<file path="src/rtl/uart_package.sv">
// Shared UART definitions: receiver state encoding and default frame geometry
// used by the receiver, transmitter and baud generator.
package uart_package;

   localparam int UART_DEFAULT_OVERSAMPLE = 16;
   localparam int UART_DEFAULT_DATA_BITS  = 8;

   typedef enum logic [2:0] {
      IDLE,
      START,
      DATA,
      STOP,
      WAIT_HIGH
`ifdef UART_RX_PARITY_EN
      , PARITY
`endif
   } UartRxState;

endpackage

</file>
<file path="src/rtl/uart_bit_synchronizer.sv">
// Two-flop synchronizer for an asynchronous level; both flops reset high
// so an idle-high line never shows a spurious low after reset.
module uart_bit_synchronizer (
   input  logic clk,
   input  logic rst,
   input  logic line,
   output logic level
);

   logic meta;

   always_ff @(posedge clk) begin
      if (rst) begin
         meta  <= 1'b1;
         level <= 1'b1;
      end else begin
         meta  <= line;
         level <= meta;
      end
   end

endmodule

</file>
<file path="src/rtl/uart_receiver.sv">
// Oversampling UART receiver (8N1 by default); define UART_RX_PARITY_EN to
// add an even-parity bit and the ParityError output.
module uart_receiver
   import uart_package::*;
#(
   parameter int DataBits       = UART_DEFAULT_DATA_BITS,
   parameter int OversampleRate = UART_DEFAULT_OVERSAMPLE
) (
   input  logic                Clock,
   input  logic                Reset,
   input  logic                SamplingTick,
   input  logic                RxSerial,
   output logic [DataBits-1:0] DataOut,
   output logic                DataValid,
   output logic                FramingError,
`ifdef UART_RX_PARITY_EN
   output logic                ParityError,
`endif
   output logic                Busy
);

   localparam int TW = $clog2(OversampleRate);
   localparam int BW = (DataBits > 1) ? $clog2(DataBits) : 1;

   localparam logic [TW-1:0] TICK_MID  = TW'(OversampleRate / 2 - 1);
   localparam logic [TW-1:0] TICK_LAST = TW'(OversampleRate - 1);
   localparam logic [BW-1:0] BIT_LAST  = BW'(DataBits - 1);

   UartRxState state, state_n;
   logic [TW-1:0] tick, tick_n;
   logic [BW-1:0] bit_cnt, bit_n;
   logic [DataBits-1:0] shift, shift_n;
   logic [DataBits-1:0] data_n;
   logic valid_n, ferr_n;
   logic rx_sync;

`ifdef UART_RX_PARITY_EN
   logic parity_bad, parity_bad_n, perr_n;
`endif

   uart_bit_synchronizer u_sync (
      .clk   (Clock),
      .rst   (Reset),
      .line  (RxSerial),
      .level (rx_sync)
   );

   always_ff @(posedge Clock) begin
      if (Reset) begin
         state        <= IDLE;
         tick         <= '0;
         bit_cnt      <= '0;
         shift        <= '0;
         DataOut      <= '0;
         DataValid    <= 1'b0;
         FramingError <= 1'b0;
`ifdef UART_RX_PARITY_EN
         parity_bad   <= 1'b0;
         ParityError  <= 1'b0;
`endif
      end else begin
         state        <= state_n;
         tick         <= tick_n;
         bit_cnt      <= bit_n;
         shift        <= shift_n;
         DataOut      <= data_n;
         DataValid    <= valid_n;
         FramingError <= ferr_n;
`ifdef UART_RX_PARITY_EN
         parity_bad   <= parity_bad_n;
         ParityError  <= perr_n;
`endif
      end
   end

   always_comb begin
      state_n = state;
      tick_n  = tick;
      bit_n   = bit_cnt;
      shift_n = shift;
      data_n  = DataOut;
      valid_n = 1'b0;
      ferr_n  = 1'b0;
`ifdef UART_RX_PARITY_EN
      parity_bad_n = parity_bad;
      perr_n       = 1'b0;
`endif
      if (SamplingTick) begin
         unique case (state)
            IDLE: begin
               if (!rx_sync) begin
                  tick_n  = '0;
                  state_n = START;
               end
            end
            START: begin
               if (tick == TICK_MID) begin
                  tick_n  = '0;
                  bit_n   = '0;
                  // a high line at mid start bit was only a glitch
                  state_n = rx_sync ? IDLE : DATA;
               end else begin
                  tick_n = tick + 1'b1;
               end
            end
            DATA: begin
               if (tick == TICK_LAST) begin
                  tick_n  = '0;
                  shift_n = {rx_sync, shift[DataBits-1:1]};
                  if (bit_cnt == BIT_LAST) begin
`ifdef UART_RX_PARITY_EN
                     state_n = PARITY;
`else
                     state_n = STOP;
`endif
                  end else begin
                     bit_n = bit_cnt + 1'b1;
                  end
               end else begin
                  tick_n = tick + 1'b1;
               end
            end
`ifdef UART_RX_PARITY_EN
            PARITY: begin
               if (tick == TICK_LAST) begin
                  tick_n       = '0;
                  parity_bad_n = (^shift) ^ rx_sync;
                  state_n      = STOP;
               end else begin
                  tick_n = tick + 1'b1;
               end
            end
`endif
            STOP: begin
               if (tick == TICK_LAST) begin
                  tick_n = '0;
                  if (rx_sync) begin
                     data_n  = shift;
                     valid_n = 1'b1;
`ifdef UART_RX_PARITY_EN
                     perr_n  = parity_bad;
`endif
                     state_n = IDLE;
                  end else begin
                     ferr_n  = 1'b1;
                     state_n = WAIT_HIGH;
                  end
               end else begin
                  tick_n = tick + 1'b1;
               end
            end
            WAIT_HIGH: begin
               if (rx_sync) state_n = IDLE;
            end
            default: state_n = IDLE;
         endcase
      end
   end

   assign Busy = (state != IDLE);

endmodule

</file>
<file path="config.mk">
export PLATFORM = sky130hd
export DESIGN_NAME = uart_receiver
export DESIGN_NICKNAME = d
export VERILOG_FILES = /design/src/rtl/uart_package.sv /design/src/rtl/uart_bit_synchronizer.sv /design/src/rtl/uart_receiver.sv
export SDC_FILE = /design/constraint.sdc
export NUM_CORES = 1
export LEC_CHECK = 0
export CAP_MARGIN = 20
export CORE_MARGIN = 8
export CORE_UTILIZATION = 58
export DETAILED_ROUTE_END_ITERATION = 10
export PLACE_DENSITY_LB_ADDON = 0.2
export SKIP_CTS_REPAIR_TIMING = 1
export SLEW_MARGIN = 20
export SYNTH_ARGS = -nofsm -noshare
export SYNTH_HDL_FRONTEND = slang
export SYNTH_SLANG_ARGS = --single-unit
</file>
<file path="constraint.sdc">
create_clock -name Clock -period 2.8 [get_ports Clock]
set_clock_uncertainty 0.15 [all_clocks]
set_input_delay 0.56 -clock Clock [delete_from_list [all_inputs] [get_ports Clock]]
set_output_delay 0.56 -clock Clock [all_outputs]
set_load 0.005 [all_outputs]
</file>
==> results of run 1 <==
## Yosys cell counts (2+ instances only)
cell type / count
dfxtp_1: 30
o21bai_1: 2
or4_1: 2
mux2i_1: 18
o21ai_0: 2
or2_2: 2
buf_2: 3
inv_1: 5
nor2b_1: 2
nor2_1: 23
ha_1: 3
or3_1: 5
clkbuf_1: 3
and3_1: 2
a21oi_1: 8
nand2_1: 7
## state kept, by name, indices dropped and copies added (netlist names)
register and flops:
DataOut 8, shift 8, tick 4, bit_cnt 3
state 3, DataValid 1, FramingError 1, u_sync.level 1
u_sync.meta 1
## through the flow
step | total power, mW | setup slack, ps
2_1_floorplan | 0.454 | 1020
3_3_place_gp | 0.463 | 440
3_5_place_dp | 0.464 | 358
4_1_cts | 0.692 | 509
5_1_grt | 0.712 | 434
6_report | 0.681 | 519
## kinds of logic after synthesis
| kind of cell | after synthesis | synth area share (%) |
|---|---|---|
| and+or+nand+nor | 52 | 21.9 |
| DFF | 30 | 45.7 |
| AOI/OAI and AO/OA | 21 | 10.4 |
| muxes | 19 | 14.6 |
| buffers and inverters | 12 | 4.00 |
| adders and majority gates | 3 | 2.85 |
| xor gates and xnor gates | 1 | 0.666 |
## power by group
part	leakage (nW)	total (mW)	switching (mW)	internal, mW
registers	0.242	0.430	0.00199	0.428
logic	0.299	0.0242	0.0137	0.0105
clock network	0.0254	0.227	0.133	0.0944
## worst max-delay path, delay by kind of cell, from the launching register on
kind	cells	cell delay (ps)
buffers and inverters	1	450
flip-flops	1	410
AND/OR/NAND/NOR	1	390
## routing by layer
metal / global-route usage [%] / part of all wire (%) / vias to the layer above / routed length [µm]
met1: 13.4 / 44 / 485 / 1090
li1: - / - / 511 / -
met3: 6.54 / 5.6 / 6 / 139
met2: 21.3 / 49 / 15 / 1220
met5: 0 / 0 / - / 0
met4: 6.69 / 2.0 / 0 / 51
## worst paths after layout
| path | from | end | slack (ps) | depth (start not counted) |
|---|---|---|---|---|
| worst min-delay path | u_sync.meta | u_sync.level | 260 | 1 |
| worst max-delay path | state[2] | Busy | 520 | 2 |
| worst max register to register | tick[0] | DataOut[1] | 830 | 6 |
| worst min register to register | u_sync.meta | u_sync.level | 260 | 1 |
## layout make-up
class,instances,area (µm²),share of cell area (%)
multi-input combinational,96,668,43.9
sequential,30,601,39.4
timing repair buffer,16,155,10.2
tap,28,35.0,2.30
clock buffer,7,45.0,2.96
inverter,5,18.8,1.23
==> reports/metrics.csv, run 1 <==
metric,value,unit
hold_path_class,register to register,
grt_pass1_vias,984,
finalHoldViolations,0,
setup_viol,0,
drive_gt1_share,9.09,%
fillers,180,
drtIter0Drc,40,
maxSlewViolCount,0,
status,"finished, final reports clean",
final_cell_mix,"dfxtp_1, nor2_1, mux2i_1",
ant_nets,0,
cts_buffers,5,
ys_seq_area_share,45.7,%
cts-root-buf,clkbuf_4,
dieWidth,63.6,µm
rsz0062_at_grt,false,
final_util,70.2,%
syn_area_per_cell,9.53,µm²
syn-num-nets,145,
fin_crit,2280,ps
setup_tns,0,ps
wl_per_cell,13.7,µm
worstMarginPinSlew,774,ps
final_cells,182,
synth_edf_count,0,
critPathKind,register to output port,
grt_usage,13.0,%
cts_max_level,2,
synth-main-ff-cell,dfxtp_1,
antenna_found_initial,0,
nets,161,
port-buffer-count,14,
max-slew-margin-rel,47.6,%
chipHeight,63.6,µm
synthTopCellsByArea,"dfxtp_1, mux2i_1, nor2_1",
cp-end-kind,output port,
overflow,0,
max_freq,438,MHz
synth_cells,138,
power.density,447,nW/µm²
cts_tree,yes,
post-route-period-util,81.5,%
cp.arrival,1570,ps
dpl.hpwl,1770,µm
layout_commonest_cell,dfxtp_1,
cpMaxStageDelayCell,clkdlybuf4s50_1,
synth_largest_area_cell,dfxtp_1,
vias,1017,
stdcell_area,1520,µm²
path_clk_slew,80,ps
whs,256,ps
drt_first_pass_iters,4,
cp-start-kind,register,
grt_max_degree,19,
ir_worst_vdd,0.408,mV
required,2090,ps
crit_path_cell_trace,or3_1 > clkdlybuf4s50_1,
totalWireLength,2490,µm
routed_via_density,5.59,
clock_latency,320,ps
die_area,4050,µm²
cts_num_sinks,30,
crit_fanout,10,
drc,0,
synthArstFlopShare,0,%
coreArea,2170,µm²
p_leak,0.566,nW
io_pins,15,
area_delta_synth_final,15.8,%
num_antenna_cells,0,
clk_path_buf_depth,2,
netlist_area,1320,µm²
max_stage_delay,450,ps
rows,17,
routabilityCongestion,0.819,
grt_pass1_wl,4220,µm
maxCapViolations,0,
synth-seq-cells,30,
dpl.cell_count,175,
synth_top_area_share,45.7,%
yosys_warnings,0,
initial_core_util,60.6,%
yosysUniqueCellTypes,37,
dpl_cell_area,1480,µm²
(Power assumes the default switching activity.)
==> run 2: changes to the inputs <==
--- a/config.mk
+++ b/config.mk
@@ -7,7 +7,7 @@
 export LEC_CHECK = 0
 export CAP_MARGIN = 20
 export CORE_MARGIN = 8
-export CORE_UTILIZATION = 58
+export CORE_UTILIZATION = 54
 export DETAILED_ROUTE_END_ITERATION = 10
 export PLACE_DENSITY_LB_ADDON = 0.2
 export SKIP_CTS_REPAIR_TIMING = 1
==> constraint.sdc (replaced) <==
create_clock -name Clock -period 2.1 [get_ports Clock]
set_clock_uncertainty 0.15 [all_clocks]
set_input_delay 0.42 -clock Clock [delete_from_list [all_inputs] [get_ports Clock]]
set_output_delay 0.42 -clock Clock [all_outputs]
set_load 0.005 [all_outputs]
==> reports/metrics.csv, run 2 (synthesis results as in run 1) <==
metric,value,unit
maxCapViolations,0,
coreArea,2390,µm²
drt_first_pass_iters,4,
post-route-period-util,90.9,%
grt_pass1_wl,4610,µm
grt_usage,13.7,%
critPathKind,register to register,
grt_pass1_vias,1103,
path_common_cell,ha_1,
critical_path.top_delay_family,simple AND/OR/NAND/NOR gates,
worstMarginPinSlew,497,ps
maxSlewViolCount,0,
crit_path_cell_trace,ha_1 > ha_1 > and4bb_1 > o211ai_1 > or3_1 > a21oi_1,
p_leak,0.639,nW
crit_fanout,5,
cts_buffers,5,
path_buf_inv,0,
dieWidth,65.3,µm
rows,18,
area_delta_synth_final,23.6,%
ant_nets,0,
chipHeight,65.3,µm
cp.arrival,2020,ps
required,2210,ps
max-slew-margin-rel,66.3,%
grt_max_degree,23,
finalPower,1.03,mW
cpMaxStageDelayCell,or3_1,
hold_path_class,register to register,
cts_max_level,2,
totalWireLength,2580,µm
cts-root-buf,clkbuf_4,
num_antenna_cells,0,
nets,168,
final_cell_mix,"dfxtp_1, nor2_1, mux2i_1",
dpl.hpwl,1810,µm
drc,0,
wl_per_cell,13.4,µm
status,"finished, final reports clean",
clk_path_buf_depth,2,
vias,1048,
routabilityCongestion,0.792,
io_pins,15,
max_stage_delay,400,ps
power.density,636,nW/µm²
setup_viol,0,
drive_gt1_share,16.7,%
cp-start-kind,register,
ir_worst_vdd,0.524,mV
initial_core_util,55.1,%
cp-end-kind,register,
fin_crit,1910,ps
finalHoldViolations,0,
max_freq,524,MHz
rsz0062_at_grt,false,
routed_via_density,5.46,
antenna_found_initial,0,
layout_commonest_cell,dfxtp_1,
largestRegisters,"DataOut x8, shift x8, tick x4",
overflow,0,
path_clk_slew,90,ps
cts_tree,yes,
drtIter0Drc,55,
final_util,68.1,%
clock_latency,330,ps
port-buffer-count,14,
cts_num_sinks,30,
die_area,4270,µm²
[run 2: per-layer routing]
| layer | track usage [%] | wire length [µm] |
|---|---|---|
| met1 | 14.0 | 1170 |
| met2 | 23.5 | 1230 |
| met3 | 5.78 | 132 |
| met4 | 7.08 | 48 |
| met5 | 0 | 0 |
[run 2: worst paths after layout]
kind                             startpoint           end  slack [ps]  cells after the start
worst min register to register  u_sync.meta  u_sync.level         270                      1
worst max register to register   bit_cnt[0]    bit_cnt[0]         190                      6
worst max-delay path             bit_cnt[0]    bit_cnt[0]         190                      6
worst min-delay path            u_sync.meta  u_sync.level         270                      1
[run 2: cell type report]
class	instances	area [µm²]
Multi-Input combinational cell	96	668
Timing Repair Buffer	23	210
Fill cell	184	762
Inverter	5	18.8
Tap cell	30	37.5
Sequential cell	30	612
Clock buffer	8	78.8
[run 2: worst register-to-register path, cell delays in order (launching register included)]
cell and delay (ps):
dfxtp_1 340, ha_1 210, ha_1 190, and4bb_1 260, o211ai_1 160, or3_1 400, a21oi_1 140
[run 2: per-stage QoR]
step	hold WS (ps)	area, µm²	worst slack, ps	cells	TNS (ps)
after floorplan	239	1320	315	138	0
after global placement	245	1520	-12.6	182	-12.6
after detailed placement	253	1520	-69.1	182	-485
after CTS	279	1600	-82.2	190	-82.2
after global routing	312	1630	52.6	192	0
final	274	1630	190	192	0
[run 2: power by group]
group / internal, mW / switching, mW
registers: 0.567 / 0.00154
clock network: 0.229 / 0.199
logic: 0.0179 / 0.0198
total: 0.814 / 0.220
==> run 3: changes to the inputs <==
--- a/config.mk
+++ b/config.mk
@@ -10,6 +10,7 @@
 export CORE_UTILIZATION = 54
 export DETAILED_ROUTE_END_ITERATION = 10
 export PLACE_DENSITY_LB_ADDON = 0.2
+export REMOVE_ABC_BUFFERS = 1
 export SKIP_CTS_REPAIR_TIMING = 1
 export SLEW_MARGIN = 20
 export SYNTH_ARGS = -nofsm -noshare
==> reports/metrics.csv, run 3 (synthesis results as in run 1) <==
metric,value,unit
status,"finished, final reports clean",
critical_path.top_delay_family,simple AND/OR/NAND/NOR gates,
finalHoldViolations,0,
final_util,68.9,%
wl_met3,159,µm
port-buffer-count,14,
drtIter0Drc,33,
max-slew-margin-rel,63.3,%
grt_pass1_vias,1070,
setup_viol,0,
dpl_cell_area,1530,µm²
cts_tree,yes,
power.density,630,nW/µm²
io_pins,15,
post-route-period-util,90.2,%
cts_num_sinks,30,
routed_via_density,5.45,
ir_worst_vdd,0.556,mV
clk_path_buf_depth,2,
grt_usage,13.1,%
coreArea,2390,µm²
vias,1062,
crit_path_cell_trace,ha_1 > ha_1 > and4bb_1 > o211ai_1 > or3_1 > a21oi_1,
rsz0062_at_grt,false,
crit_fanout,5,
path_clk_slew,100,ps
cts_max_level,2,
antenna_found_initial,0,
p_leak,0.654,nW
cpMaxStageDelayCell,or3_1,
totalWireLength,2580,µm
hold_path_class,register to register,
setup_tns,0,ps
layout_commonest_cell,dfxtp_1,
cts-root-buf,clkbuf_4,
stdcell_area,1650,µm²
cp-end-kind,register,
top_layer,met4,
chipHeight,65.3,µm
fin_crit,1900,ps
nets,171,
cts_buffers,5,
die_area,4270,µm²
wl_per_cell,13.2,µm
num_antenna_cells,0,
intPower,0.816,mW
dr_wl_met2,1240,µm
path_buf_inv,0,
largestRegisters,"DataOut x8, shift x8, tick x4",
drive_gt1_share,18.2,%
grt_max_degree,19,
p_sw_share,21.3,%
fillers,203,
finalPower,1.04,mW
overflow,0,
clock_latency,330,ps
max_freq,528,MHz
cp-start-kind,register,
drc,0,
dpl.cell_count,183,
seq_power_share,55.1,%
power.switching,0.221,mW
routabilityCongestion,0.779,
maxSlewViolCount,0,
dpl.hpwl,1820,µm
final_cells,195,
pre_cts_ws,-80.3,ps
clkPwrFrac,41.2,%
whs,267,ps
dieWidth,65.3,µm
max_stage_delay,390,ps
drt_first_pass_iters,4,
final_cell_mix,"dfxtp_1, nor2_1, mux2i_1",
critPathKind,register to register,
initial_core_util,55.1,%
wl_met1,1120,µm
rows,18,
combPwrFrac,3.7,%
cp.arrival,2020,ps
grt_pass1_wl,4370,µm
area_delta_synth_final,25.1,%
ant_nets,0,
worstMarginPinSlew,542,ps
maxCapViolations,0,
required,2220,ps
setup_slack,205,ps
path_common_cell,ha_1,
run 3: cell types whose count changed in the layout (fill, tap and decap cells not counted):
cell / previous run / this run
dfxtp_2: 0 / 1
dfxtp_4: 3 / 2
buf_4: 9 / 12
run 3: layer usage:
metal	GRT usage [%]	vias to the layer above
met5	0	-
met4	10.1	0
met3	5.78	9
met2	21.0	23
met1	13.2	499
li1	-	531
run 3: power by group through the flow:
stage	registers, mW	logic, mW	clock network (mW)
finish	0.571	0.0388	0.427
global route	0.572	0.0426	0.461
CTS	0.573	0.0376	0.440
detailed placement	0.587	0.0373	0
global placement	0.587	0.0370	0
floorplan	0.586	0.0122	0
run 3: worst register-to-register path: stages, from the launching register on:
cell      delay (ps)
dfxtp_1          340
ha_1             200
ha_1             200
and4bb_1         280
o211ai_1         160
or3_1            390
a21oi_1          140
run 3: final cells by class:
type                            count  area (µm²)  area share, %
Multi-Input combinational cell     96         668           40.6
Sequential cell                    30         609           37.0
Timing Repair Buffer               26         233           14.1
Clock buffer                        8        78.8           4.79
Tap cell                           30        37.5           2.28
Inverter                            5        18.8           1.14
run 3: worst paths after layout:
check / to / slack (ps) / depth (start not counted) / startpoint
min reg2reg: u_sync.level / 270 / 1 / u_sync.meta
max reg2reg: bit_cnt[2] / 200 / 6 / bit_cnt[0]
min: u_sync.level / 270 / 1 / u_sync.meta
max: bit_cnt[2] / 200 / 6 / bit_cnt[0]
